===== src/rtl/io_shift_ctrl_if.sv =====
// Parallel request/response bus plus pad-side serial signals for io_shift_ctrl.
// The controller takes the slave side; whatever drives requests and the pad model takes master.
interface io_shift_ctrl_if #(
    parameter int WIDTH = 8
);
    logic             wr_req;
    logic             rd_req;
    logic [WIDTH-1:0] wr_data;
    logic [WIDTH-1:0] rd_data;
    logic             busy;
    logic             done;
    logic             io_en;
    logic             io_din;
    logic             io_dout;

    modport slave (
        input  wr_req, rd_req, wr_data, io_dout,
        output rd_data, busy, done, io_en, io_din
    );

    modport master (
        output wr_req, rd_req, wr_data, io_dout,
        input  rd_data, busy, done, io_en, io_din
    );
endinterface


===== src/rtl/io_shift_ctrl.sv =====
// Serial pad controller: MSB-first write/read of WIDTH-bit words through a bidirectional pad.
// done fires WIDTH+1 edges after acceptance; requests are ignored while busy (no queuing).
module io_shift_ctrl #(
    parameter  int WIDTH = 8,
    localparam int CW    = $clog2(WIDTH + 1)
) (
    input  logic          clk,
    input  logic          rst_n,
    io_shift_ctrl_if.slave bus
);
    typedef enum logic [1:0] {S_IDLE, S_TX, S_RX, S_TURN} state_t;

    localparam logic [CW-1:0] CNT_FULL = CW'(WIDTH);
    localparam logic [CW-1:0] CNT_LAST = CW'(WIDTH - 1);

    state_t           r_state;
    logic [WIDTH-1:0] r_shreg;
    logic [CW-1:0]    r_cnt;
    logic             r_is_rd;
    logic             r_en;
    logic             r_din;
    logic             r_busy;
    logic             r_done;
    logic [WIDTH-1:0] r_rd_data;

    always_ff @(posedge clk or negedge rst_n) begin
        if (!rst_n) begin
            r_state   <= S_IDLE;
            r_shreg   <= '0;
            r_cnt     <= '0;
            r_is_rd   <= 1'b0;
            r_en      <= 1'b0;
            r_din     <= 1'b0;
            r_busy    <= 1'b0;
            r_done    <= 1'b0;
            r_rd_data <= '0;
        end else begin
            r_done <= 1'b0;
            case (r_state)
                S_IDLE: begin
                    if (bus.wr_req) begin
                        r_shreg <= bus.wr_data;
                        r_en    <= 1'b1;
                        r_din   <= bus.wr_data[WIDTH-1];
                        r_busy  <= 1'b1;
                        r_cnt   <= CW'(1);
                        r_is_rd <= 1'b0;
                        r_state <= S_TX;
                    end else if (bus.rd_req) begin
                        r_busy  <= 1'b1;
                        r_cnt   <= '0;
                        r_is_rd <= 1'b1;
                        r_state <= S_RX;
                    end
                end
                S_TX: begin
                    // Shifting the captured word left keeps the next bit at a fixed index.
                    if (r_cnt < CNT_FULL) begin
                        r_din   <= r_shreg[WIDTH-2];
                        r_shreg <= r_shreg << 1;
                        r_cnt   <= r_cnt + CW'(1);
                    end else begin
                        r_en    <= 1'b0;
                        r_din   <= 1'b0;
                        r_state <= S_TURN;
                    end
                end
                S_RX: begin
                    r_shreg <= {r_shreg[WIDTH-2:0], bus.io_dout};
                    r_cnt   <= r_cnt + CW'(1);
                    if (r_cnt == CNT_LAST) begin
                        r_state <= S_TURN;
                    end
                end
                S_TURN: begin
                    r_busy  <= 1'b0;
                    r_done  <= 1'b1;
                    r_state <= S_IDLE;
                    if (r_is_rd) begin
                        r_rd_data <= r_shreg;
                    end
                end
                default: begin
                    r_state <= S_IDLE;
                end
            endcase
        end
    end

    assign bus.rd_data = r_rd_data;
    assign bus.busy    = r_busy;
    assign bus.done    = r_done;
    assign bus.io_en   = r_en;
    assign bus.io_din  = r_din;
endmodule


===== src/flat_wrapper.sv =====
// flat-port wrapper written by rule: the top's interface ports become plain ports
module io_shift_ctrl_flat 
#(
    parameter  int WIDTH = 8,
    localparam int CW    = $clog2(WIDTH + 1)
)
  (clk, rst_n, bus_wr_req, bus_rd_req, bus_wr_data, bus_io_dout, bus_rd_data, bus_busy, bus_done, bus_io_en, bus_io_din);
  io_shift_ctrl_if #(.WIDTH(WIDTH)) bus_i ();
  input  logic clk;
  input  logic rst_n;
  input wire logic [$bits(bus_i.wr_req)-1:0] bus_wr_req;
  input wire logic [$bits(bus_i.rd_req)-1:0] bus_rd_req;
  input wire logic [$bits(bus_i.wr_data)-1:0] bus_wr_data;
  input wire logic [$bits(bus_i.io_dout)-1:0] bus_io_dout;
  output wire logic [$bits(bus_i.rd_data)-1:0] bus_rd_data;
  output wire logic [$bits(bus_i.busy)-1:0] bus_busy;
  output wire logic [$bits(bus_i.done)-1:0] bus_done;
  output wire logic [$bits(bus_i.io_en)-1:0] bus_io_en;
  output wire logic [$bits(bus_i.io_din)-1:0] bus_io_din;
  assign bus_i.wr_req = bus_wr_req;
  assign bus_i.rd_req = bus_rd_req;
  assign bus_i.wr_data = bus_wr_data;
  assign bus_i.io_dout = bus_io_dout;
  assign bus_rd_data = bus_i.rd_data;
  assign bus_busy = bus_i.busy;
  assign bus_done = bus_i.done;
  assign bus_io_en = bus_i.io_en;
  assign bus_io_din = bus_i.io_din;
  io_shift_ctrl #(.WIDTH(WIDTH)) u_core (.clk(clk), .rst_n(rst_n), .bus(bus_i));
endmodule

===== config.mk =====
export PLATFORM = sky130hd
export DESIGN_NAME = io_shift_ctrl_flat
export DESIGN_NICKNAME = d
export VERILOG_FILES = /design/src/rtl/io_shift_ctrl_if.sv /design/src/rtl/io_shift_ctrl.sv /design/src/flat_wrapper.sv
export SDC_FILE = /design/constraint.sdc
export NUM_CORES = 1
export LEC_CHECK = 0
export ABC_AREA = 1
export CORE_MARGIN = 3
export CORE_UTILIZATION = 35
export DETAILED_ROUTE_END_ITERATION = 10
export MAX_ROUTING_LAYER = met4
export PLACE_DENSITY = 0.66
export SETUP_SLACK_MARGIN = 0.4
export SLEW_MARGIN = 15
export SYNTH_ARGS = -nofsm -noshare
export SYNTH_HDL_FRONTEND = slang
export SYNTH_SLANG_ARGS = --single-unit

===== constraint.sdc =====
create_clock -name clk -period 1.98 [get_ports clk]
set_input_delay 0.396 -clock clk [delete_from_list [all_inputs] [get_ports clk]]
set_output_delay 0.396 -clock clk [all_outputs]
set_load 0.01 [all_outputs]

Yosys cells after proc, flatten, opt, wreduce, memory -nomap -nowiden. Cells that the tools add are included.

Equal/unequal tests: 9. Multiplexer cells: 23. Add/sub/neg operators: 1. Magnitude comparators: 1. Reductions and logical operators: 13.

Operators by type and width (number): one-hot mux 8 bit (3 select lines) (1); 2-to-1 mux 8 bit (2); 2-to-1 mux 4 bit (3); one-hot mux 4 bit (3 select lines) (1); AND reduction 3 bit (4); 2-to-1 mux 1 bit (8); 2-to-1 mux 2 bit (4); one-hot mux 2 bit (4 select lines) (1); AND reduction 2 bit (4); one-hot mux 1 bit (2 select lines) (3); nonzero test 2 bit (3); adder 4 x 1 -> 4 bit (second input constant) (1); equality test 2 bit (second input constant) (2); equality test 4 x 3 -> 1 bit (second input constant) (1); < comparator 4 bit (second input constant) (1); != test 2 x 1 -> 1 bit (second input constant) (2); != test 2 bit (second input constant) (2); != test 3 bit (second input constant) (1); nonzero test 3 bit (1); equality test 2 x 1 -> 1 bit (second input constant) (1); logical NOT 2 bit (1).

Flip-flop bits (word level): 27. Output and inout port bits: 12.

Logic depth before layout (Yosys ltp).
Depth after elaboration: 3. Gate-level depth with buffers: 8.

Least setup slack after synthesis. Ideal clock, no wire load.

Path type: register to register. Start: register u_core.r_state[0]. End: register u_core.r_shreg[2]. Cell stages (with the launch flop): 7. Data arrival time: 1276 ps. Setup time: 124 ps. Path buffers: 2. Required time: 1856 ps. Slack: 580 ps. Cells stage by stage: dfrtp_1 > inv_1 > ha_1 > buf_2 > buf_2 > o211ai_1 > nand2_1.

Word-level cells in the longest chain between the ends: 3.

RTL lines: start: declaration (line io_shift_ctrl.sv:16) `state_t r_state;`; start signal: assignment (line io_shift_ctrl.sv:28) `r_state <= S_IDLE;`; start signal: assignment (line io_shift_ctrl.sv:48) `r_state <= S_TX;`; start signal: assignment (line io_shift_ctrl.sv:53) `r_state <= S_RX;`; equality test 2 x 1 -> 1 bit, or another cell as far along (line io_shift_ctrl.sv:39) `case (r_state)`; != test 2 x 1 -> 1 bit (no source line), or another cell as far along; AND reduction 3 bit (no source line); end signal: assignment (line io_shift_ctrl.sv:42) `r_shreg <= bus.wr_data;`; end signal: assignment (line io_shift_ctrl.sv:60) `r_shreg <= r_shreg << 1;`; end signal: assignment (line io_shift_ctrl.sv:69) `r_shreg <= {r_shreg[WIDTH-2:0], bus.io_dout};`; end: declaration (line io_shift_ctrl.sv:17) `logic [WIDTH-1:0] r_shreg;`.

Several ways; a longest one is shown, not always the timed one. A chain may end at the register's enable or synchronous reset.

Final worst setup path.
Start: register u_core.r_done (netlist: u_core.bus.done). End: output port bus_done.

RTL lines: start: declaration (line io_shift_ctrl.sv:23) `logic r_done;`; start signal: assignment (line io_shift_ctrl.sv:35) `r_done <= 1'b0;`; start signal: assignment (line io_shift_ctrl.sv:38) `r_done <= 1'b0;`; start signal: assignment (line io_shift_ctrl.sv:77) `r_done <= 1'b1;`; end: declaration (line flat_wrapper.sv:17) `output wire logic [$bits(bus_i.done)-1:0] bus_done;`.

No word-level cell between the ends.

==> metrics <==
Clock Latency Late Sink 270 ps; RSZ-0062 raised after global routing no; critical-path maximum fanout 1; CP Buf/Inv Count 1; clock root buffer clkbuf_8; CTS tree built; Worst Setup End Kind output pin; post-synthesis sequential area ratio 48.43%; initial antenna violation count 0; Clock Sinks 27; final hold violation count 0; Layout area overhead 28.88%; # setup viols final 0; Mapped Area 0.001395 sq mm; relative slew slack 76.30%; clk_skew 4.370 ps; Worst path slowest cell clkdlybuf4s50_1; Reg2Reg Depth 4; Post-Syn Nets 185; nets 217; fin util 48.03%; first-pass iteration count of the detailed router 4; DRT antenna net count 0; Netlist cell types 18; minimum clock period 1533 ps; Clock transition at path regs 90 ps; hold crit path type in -> async; peak supply drop 696.2 uV; Critical Path RT 1580 ps; Synth Warn # 0; outcome complete, no violations; cts hold-fix bufs 0; num ports 25; Routability Congestion 0.8036; cells after synthesis 165; startpoint types flip-flop; CP arrival 1140 ps; DRC viols 0; Pleak 0.9768 nW; flops & latches, synth 27; delay-heaviest family, CP buffers and inverters; Core Area 0.003744 sq mm; FMAX 0.6523 GHz; CTS H-tree lvls 1; TNS Setup 0 ps; slew at the pin closest to its max-slew limit 355.6 ps; RR Startpoint u_core.r_state[1]$_DFFE_PN0P_; GR Overflow Total 0; overall global routing resource usage 13.18%; Tcrit/Tclk final 77.43%; share of layout cells above drive strength 1 16.84%; die area 0.004780 sq mm; Port Buf Inserts 24; Register-to-Register Setup Slack 500 ps; DR vias 1134; Die Y 69.14 um; CTS buffer count 3; CP cell instances clkdlybuf4s50_1; row cnt 22; Largest stage delay, worst path 530 ps; WL/cell 11.47 um; largest net degree at the start of global routing 28; DRT iter0 DRCs 28; reg2reg end u_core.bus.rd_data[6]$_DFFE_PN0P_; Starting Density 37.27%; Ant. Diodes 0; Total Wirelength 2799 um; Final Slew Violations 0; first-pass GRT wire length 4926 um; Pwr Density 1502 mW/mm^2; vias per inst 4.648; CP Class reg -> out; vias in the first global route 1091; dpl hpwl 2085 um; synthesized area per cell 8.455 sq um; Max Cap Viol 0; CTS max path bufs 2; Die W 69.14 um
[how the worst max path moves through the flow]
| stage | from | to | slack, ps | cells after the start |
|---|---|---|---|---|
| 6_report | u_core.bus.done$_DFF_PN0_ | bus_done | 450 | 1 |
| 5_1_grt | u_core.r_state[0]$_DFFE_PN0P_ | u_core.r_shreg[7]$_DFFE_PN0P_ | 410 | 8 |
| 4_1_cts | u_core.bus.rd_data[6]$_DFFE_PN0P_ | bus_rd_data[6] | 400 | 1 |
| 3_5_place_dp | bus_wr_req | u_core.r_shreg[4]$_DFFE_PN0P_ | 290 | 6 |
| 3_3_place_gp | bus_wr_req | u_core.r_shreg[4]$_DFFE_PN0P_ | 330 | 6 |
| 2_1_floorplan | u_core.r_state[0]$_DFFE_PN0P_ | u_core.r_shreg[2]$_DFFE_PN0P_ | 580 | 6 |
[state kept, by name, summed over array words and instances, names as in the netlist]
signal              flops
u_core.bus.done         1
u_core.r_state          2
u_core.r_shreg          8
u_core.bus.io_din       1
u_core.bus.io_en        1
u_core.r_cnt            4
u_core.r_is_rd          1
u_core.bus.rd_data      8
u_core.bus.busy         1
[Yosys cell counts (all sizes together)]
library cell,count,area (sq um)
o22ai,1,6.260
buf,2,10.01
o21ai,12,60.05
nand4,1,6.260
mux2,7,78.83
inv,23,86.33
dfrtp,27,675.7
nor2,6,45.04
nand3,11,55.05
nand2,61,239.0
ha,7,87.58
o211ai,4,30.03
a21oi,3,15.01
[metrics by stage]
stage          area [sq um]  power (mW)  hold slack [ps]  cells  setup slack, ps
4_1_cts                1744       2.687            494.2    241            401.8
3_5_place_dp           1700       2.371            478.4    237            286.2
2_1_floorplan          1395       1.894            100.4    165            579.6
5_1_grt                1798       2.986            512.1    244            412.5
3_3_place_gp           1700       2.351            468.9    237            334.5
6_report               1798       2.700            483.1    244            446.9
[routing by layer]
| layer | vias up | global-route usage, % | routed length (um) |
|---|---|---|---|
| met5 | - | - | 0 |
| met4 | 0 | 7.158 | 70 |
| met3 | 5 | 1.895 | 71 |
| met2 | 14 | 20.13 | 1228 |
| met1 | 528 | 16.84 | 1429 |
| li1 | 587 | - | - |
[logic make-up after synthesis]
| group | after synthesis | share of synthesized area (%) |
|---|---|---|
| and+or+nand+nor | 79 | 24.75 |
| DFF | 27 | 48.43 |
| AOI/OAI and AO/OA | 20 | 7.982 |
| adders and majority gates | 7 | 6.278 |
| buffers and inverters | 25 | 6.906 |
| muxes | 7 | 5.651 |
[power breakdown]
part / switching [mW] / total [mW] / internal (mW)
Combinational: 0.803 / 1.42 / 0.619
Sequential: 0.166 / 0.962 / 0.797
Clock: 0.174 / 0.316 / 0.141
[layout by cell type, fill, tap and decap left out, types with 2 or more instances in the layout]
cell	n
clkbuf_8	3
o21ai_0	11
o211ai_1	4
nor2_2	3
clkdlybuf4s50_1	13
dlymetal6s2s_1	9
a21oi_1	3
mux2_2	7
buf_4	5
nand3_1	11
dlygate4sd2_1	2
nand2_2	5
ha_1	6
nand2_1	56
inv_1	18
inv_2	4
dfrtp_1	26
nor2_4	2
[cell type report]
type                       count  area [sq um]
tap                           48         60.06
sequential                    27         676.9
clock inverter                 1         5.005
inverter                      23         88.84
timing repair buffer          29         297.8
clock buffer                   3         41.29
fill                         391          1946
multi-input combinational    113         628.1
[timing repair]
action                                  4_1_cts  5_1_grt
pin swaps                                     1        1
endpoints found under the setup margin        3       17
resized for setup                             2       15
cloned                                        0        0
setup buffers                                 0        3
No activity file was read; power rests on OpenSTA's default activity.
